File: src/rtl/adsr_sequencer.sv
// Eight-step gate/level sequencer driving an ADSR voice: a tick prescaler paces
// steps from a small writable table, producing gate, wave select and level per step.
module adsr_sequencer #(
  parameter int TICK_DIV = 1000
) (
  input  logic       clk,
  input  logic       rst_n,
  input  logic       run,
  input  logic       wr_en,
  input  logic [2:0] wr_addr,
  input  logic [9:0] wr_data,
  input  logic [2:0] last_step,
  input  logic [7:0] step_ticks,
  input  logic [7:0] gate_len,
  output logic       gate,
  output logic       wave_select,
  output logic [7:0] level,
  output logic [2:0] step_idx,
  output logic       busy,
  output logic       wrap
);

  localparam logic [15:0] TICK_LAST = 16'(TICK_DIV - 1);

  typedef enum logic [1:0] {
    IDLE     = 2'd0,
    GATE_ON  = 2'd1,
    GATE_OFF = 2'd2
  } state_t;

  state_t      state_reg;
  logic [15:0] presc_reg;
  logic [7:0]  st_cnt_reg;
  logic        retrig_reg;
  logic [9:0]  step_mem [0:7];

  logic        tick;
  logic [8:0]  st_cnt_inc;
  logic [8:0]  step_len;
  logic        step_end;
  logic        gate_off;
  logic        at_last;
  logic [2:0]  load_idx;
  logic [9:0]  load_entry;
  logic        load_gated;

  // Table has no reset so its contents survive rst_n.
  always_ff @(posedge clk) begin
    if (wr_en) begin
      step_mem[wr_addr] <= wr_data;
    end
  end

  always_comb begin
    tick       = (state_reg != IDLE) && (presc_reg == TICK_LAST);
    st_cnt_inc = {1'b0, st_cnt_reg} + 9'd1;
    step_len   = (step_ticks == 8'd0) ? 9'd1 : {1'b0, step_ticks};
    step_end   = tick && (st_cnt_inc >= step_len);
    gate_off   = tick && (state_reg == GATE_ON) && (st_cnt_inc == {1'b0, gate_len});
    at_last    = (step_idx >= last_step);
    if ((state_reg == IDLE) || at_last) begin
      load_idx = 3'd0;
    end else begin
      load_idx = step_idx + 3'd1;
    end
    // A write landing on the entry being loaded is forwarded straight into the load.
    load_entry = (wr_en && (wr_addr == load_idx)) ? wr_data : step_mem[load_idx];
    load_gated = load_entry[9] && (gate_len != 8'd0);
  end

  always_ff @(posedge clk or negedge rst_n) begin
    if (!rst_n) begin
      state_reg   <= IDLE;
      presc_reg   <= '0;
      st_cnt_reg  <= '0;
      retrig_reg  <= 1'b0;
      step_idx    <= '0;
      gate        <= 1'b0;
      wave_select <= 1'b0;
      level       <= '0;
      busy        <= 1'b0;
      wrap        <= 1'b0;
    end else begin
      wrap <= 1'b0;
      if (state_reg == IDLE) begin
        presc_reg <= '0;
        if (run) begin
          state_reg   <= load_gated ? GATE_ON : GATE_OFF;
          busy        <= 1'b1;
          step_idx    <= load_idx;
          st_cnt_reg  <= '0;
          wave_select <= load_entry[8];
          level       <= load_entry[7:0];
          gate        <= load_gated;
          retrig_reg  <= 1'b0;
        end
      end else if (!run) begin
        state_reg  <= IDLE;
        busy       <= 1'b0;
        gate       <= 1'b0;
        step_idx   <= '0;
        st_cnt_reg <= '0;
        presc_reg  <= '0;
        retrig_reg <= 1'b0;
      end else begin
        presc_reg <= tick ? '0 : presc_reg + 16'd1;
        if (step_end) begin
          state_reg   <= load_gated ? GATE_ON : GATE_OFF;
          step_idx    <= load_idx;
          st_cnt_reg  <= '0;
          wave_select <= load_entry[8];
          level       <= load_entry[7:0];
          wrap        <= at_last;
          // A still-high gate drops for one cycle so the envelope sees a new trigger.
          gate        <= load_gated && !gate;
          retrig_reg  <= load_gated && gate;
        end else begin
          if (tick) begin
            st_cnt_reg <= st_cnt_reg + 8'd1;
          end
          if (gate_off) begin
            gate      <= 1'b0;
            state_reg <= GATE_OFF;
          end else if (retrig_reg) begin
            gate <= 1'b1;
          end
          retrig_reg <= 1'b0;
        end
      end
    end
  end

endmodule

File: config.mk
export PLATFORM = sky130hd
export DESIGN_NAME = adsr_sequencer
export DESIGN_NICKNAME = d
export VERILOG_FILES = /design/src/rtl/adsr_sequencer.sv
export SDC_FILE = /design/constraint.sdc
export NUM_CORES = 1
export LEC_CHECK = 0
export ABC_AREA = 0
export CAP_MARGIN = 20
export CORE_UTILIZATION = 33
export DETAILED_ROUTE_END_ITERATION = 10
export PLACE_DENSITY_LB_ADDON = 0.25
export SYNTH_ARGS = -nofsm -noshare
export SYNTH_HDL_FRONTEND = slang
export SYNTH_SLANG_ARGS = --single-unit
File: constraint.sdc
create_clock -name clk -period 3.33 [get_ports clk]
set_clock_uncertainty 0.15 [all_clocks]
set_input_delay 0.999 -clock clk [delete_from_list [all_inputs] [get_ports clk]]
set_output_delay 0.999 -clock clk [all_outputs]
set_load 0.02 [all_outputs]
==> impl_metrics.py <==
metrics = {
    "setup_path": {
        "cp-end-kind": "flop",
        "crit_type": "in2reg",
        "worst_path_dominant_cell_family": "simple AND/OR/NAND/NOR gates",
        "crit-reg2reg-capture": "st_cnt_reg[6]",
        "worst-path-buf-inv": 2,
        "critical_path_arrival_ns": 3.42,
        "reg2reg_slack_ns": 0.25,
        "start_kind": "input pin",
        "cp.required_ns": 3.49,
        "crit_path_cell_trace": "clkdlybuf4s50_1 > ha_1 > and2b_2 > o211ai_4 > buf_4 > a221oi_4 > or3_1 > and2_4 > o41ai_2",
        "timing.critical_path.slowest_stage_cell": "clkdlybuf4s50_1",
        "r2r_cells": 11,
        "cpPeakStageDelay_ns": 0.46,
        "timing.critical_path.fanout_max": 5,
        "regToRegStartpoint": "st_cnt_reg[0]",
    },
    "logic_synthesis": {
        "synth.cells.most_frequent": "80 x edfxtp_1, 42 x dfrtp_1, 42 x nor2_1",
        "synth_async_sr_flop_share_pct": 34.43,
        "synth-edff-count": 80,
        "synthesis.yosys.warnings": 0,
        "syn_nets": 551,
        "syn-cell-area_um2": 5978,
        "ys.flop_type": "edfxtp_1",
        "post-synth-top-count-cell": "edfxtp_1",
        "synth.avg_cell_area_um2": 11.96,
        "flip_flop_and_latch_count_after_synthesis": 122,
        "yosysUniqueCellTypes": 63,
        "synth.yosys.seq_area_share_pct": 57.76,
        "syn_inst": 500,
        "synth_top_area_cell": "edfxtp_1",
        "yosys.area.top_type_share_pct": 40.18,
        "synth_area_leaders": "edfxtp_1 40%, dfrtp_1 18%, mux2i_1 3.3%",
    },
    "floorplanning": {
        "core.rowCount": 48,
        "floorplan.initialDensity_pct": 34.21,
        "die_w_um": 136.6,
        "design.die.area_um2": 18660,
        "pin_count": 51,
        "fp.dieH_um": 136.6,
        "floorplan.core_area_um2": 17480,
    },
    "route": {
        "drt_pre_antenna_iters": 5,
        "wl_um": 14880,
        "routed-via-count": 4307,
        "drc": 0,
        "wl_per_cell_um": 17.57,
        "via_per_inst": 5.085,
        "route.antenna.remaining_nets": 0,
        "drt-initial-drc-count": 205,
    },
    "clocking": {
        "cts_root_buf": "clkbuf_16",
        "clkSlewWorstSetupHoldPaths_ns": 0.06,
        "tritoncts_clock_tree": "yes",
        "clock_tree.htree_level_count": 4,
        "clock_latency_on_the_worst_skew_pair_ns": 0.42,
        "cts_num_sinks": 122,
        "tritoncts.num_buffers": 17,
        "ctsLongestPathBuffers": 2,
    },
    "flow_run": {
        "max-cap-violations": 0,
    },
    "layout": {
        "area_growth_syn_to_layout_pct": 31.60,
        "layout.area.seq_um2": 3456,
        "area_of_combinational_cells_with_multiple_inputs_um2": 2495,
        "num_antenna_cells": 0,
        "layout.nets": 660,
        "fraction_of_layout_instances_using_a_drive_strength_above_1_pct": 21.22,
        "fillCellCount": 1592,
        "number_of_flip_flops_under_the_largest_register_name": 80,
        "stdcell_area_um2": 7868,
    },
    "place": {
        "placed_cell_area_um2": 7121,
        "placer_s_final_routability_congestion_estimate": 0.8085,
        "dp_hpwl_um": 10240,
        "place_worst_setup_slack_ns": -0.6299,
        "io_buffer_count": 50,
    },
    "global_route": {
        "groute.usage.overall_pct": 17.02,
        "grt_pass1_wl_um": 23180,
        "grt_overflow_total": 0,
        "grt_start_max_net_pins": 44,
        "number_of_antenna_violations_at_the_first_check_in_global_routing": 0,
        "first_global_vias": 4372,
    },
    "pwr": {
        "power_leakage_uw": 0.002970,
        "clkPwrFrac_pct": 33.3,
        "worst_ir_drop_vdd_uv": 459.8,
        "power.share.switching_pct": 33.55,
        "power_report.internal_total_uw": 3687,
        "power.net_switching_uw": 1862,
        "power.sequential.fraction_pct": 33.2,
        "part_of_the_total_power_dissipated_in_combinational_logic_pct": 33.5,
        "power_density_nw_per_um2": 705.2,
    },
    "sta": {
        "maxSlewViolCount": 0,
        "unrepaired_setup_endpoints_after_global_routing": "false",
        "hold_violation_count_in_the_final_report": 0,
        "final_critical_path_setup_slack_ns": 0.07578,
        "fmax_mhz": 307.3,
        "finalWorstPathRequiredPeriod_ns": 3.254,
        "worst_rel_slew_slack_pct": 36.18,
        "worst_slew_pin_slew_ns": 0.9574,
        "finalSetupViolations": 0,
        "min_period_over_period_pct": 97.72,
    },
    "worst_hold_path": {
        "hp-class": "reg2reg",
        "timing.hold.worst_path_depth": 1,
        "worstHoldStart": "presc_reg[0]",
        "holdPathEnd": "presc_reg[0]",
    },
    "status": {
        "outcome": "finished clean",
    },
}
[routing by layer]
metal,share of wire [%],GRT usage (%)
met2,51,28.26
met3,3.7,4.111
met5,0,0
met4,0.83,6.975
met1,45,21.15
[repair_timing]
action / CTS / global route
buffers inserted: 3 / 1
resized for setup: 27 / 21
cloned: 0 / 1
endpoints found under the setup margin: 22 / 22
pin swaps: 8 / 12
hold buffers: 0 / 0
[worst max path at each step]
stage	startpoint	slack (ns)	cells after the start	to
2_1_floorplan	step_ticks[4]	0.01	10	st_cnt_reg[6]
3_5_place_dp	step_ticks[4]	-0.63	10	st_cnt_reg[6]
4_1_cts	step_ticks[5]	0.006	12	gate
3_3_place_gp	step_ticks[4]	-0.57	10	st_cnt_reg[6]
5_1_grt	last_step[0]	0.004	10	gate
6_report	last_step[0]	0.08	9	state_reg[0]
[layout make-up]
cell class | count | share of cell area [%]
clock buffer | 18 | 5.455
clock inverter | 14 | 2.067
inverter | 19 | 0.9383
multi-input combinational | 339 | 31.71
sequential | 122 | 43.92
tap | 225 | 3.578
timing repair buffer | 110 | 12.33
[layout by cell type (no fill, tap or decap), types with 15 or more instances in the layout]
cell type / count
inv_1: 16
nor2_1: 41
buf_4: 55
mux2i_1: 20
dfrtp_1: 40
clkbuf_16: 17
edfxtp_1: 80
clkdlybuf4s50_1: 41
nand2_1: 37
o21ai_0: 20
nand3_1: 15
a211oi_1: 18
[metrics by stage]
stage | util (%) | TNS, ns | cells | hold WS [ns] | power [uW]
finish | 45.02 | 0 | 847 | 0.3270 | 5548
global route | 45.02 | 0 | 847 | 0.3586 | 5834
CTS | 44.47 | 0 | 845 | 0.3276 | 5515
detailed placement | 40.74 | -13.49 | 810 | 0.3201 | 3624
global placement | 40.74 | -11.57 | 810 | 0.3181 | 3579
floorplan | - | 0 | 500 | 0.2979 | 2876
[cells by family after synthesis]
family	count (synthesis)	synth area share, %
flip-flops	122	57.76
AO/OA/AOI/OAI	109	13.88
XOR/XNOR	29	4.939
AND/OR/NAND/NOR	163	13.54
adder cells (fa/ha/maj)	15	3.139
buffers and inverters	40	2.825
multiplexers	22	3.914
[power groups by stage]
stage          registers (uW)  logic [uW]  clock network (uW)
4_1_cts                  1840        1780                1890
3_5_place_dp             1870        1750                   0
5_1_grt                  1860        2020                1960
6_report                 1840        1860                1850
2_1_floorplan            1930         944                   0
3_3_place_gp             1870        1710                   0
Note: power is estimated with default switching activity, not from simulation.
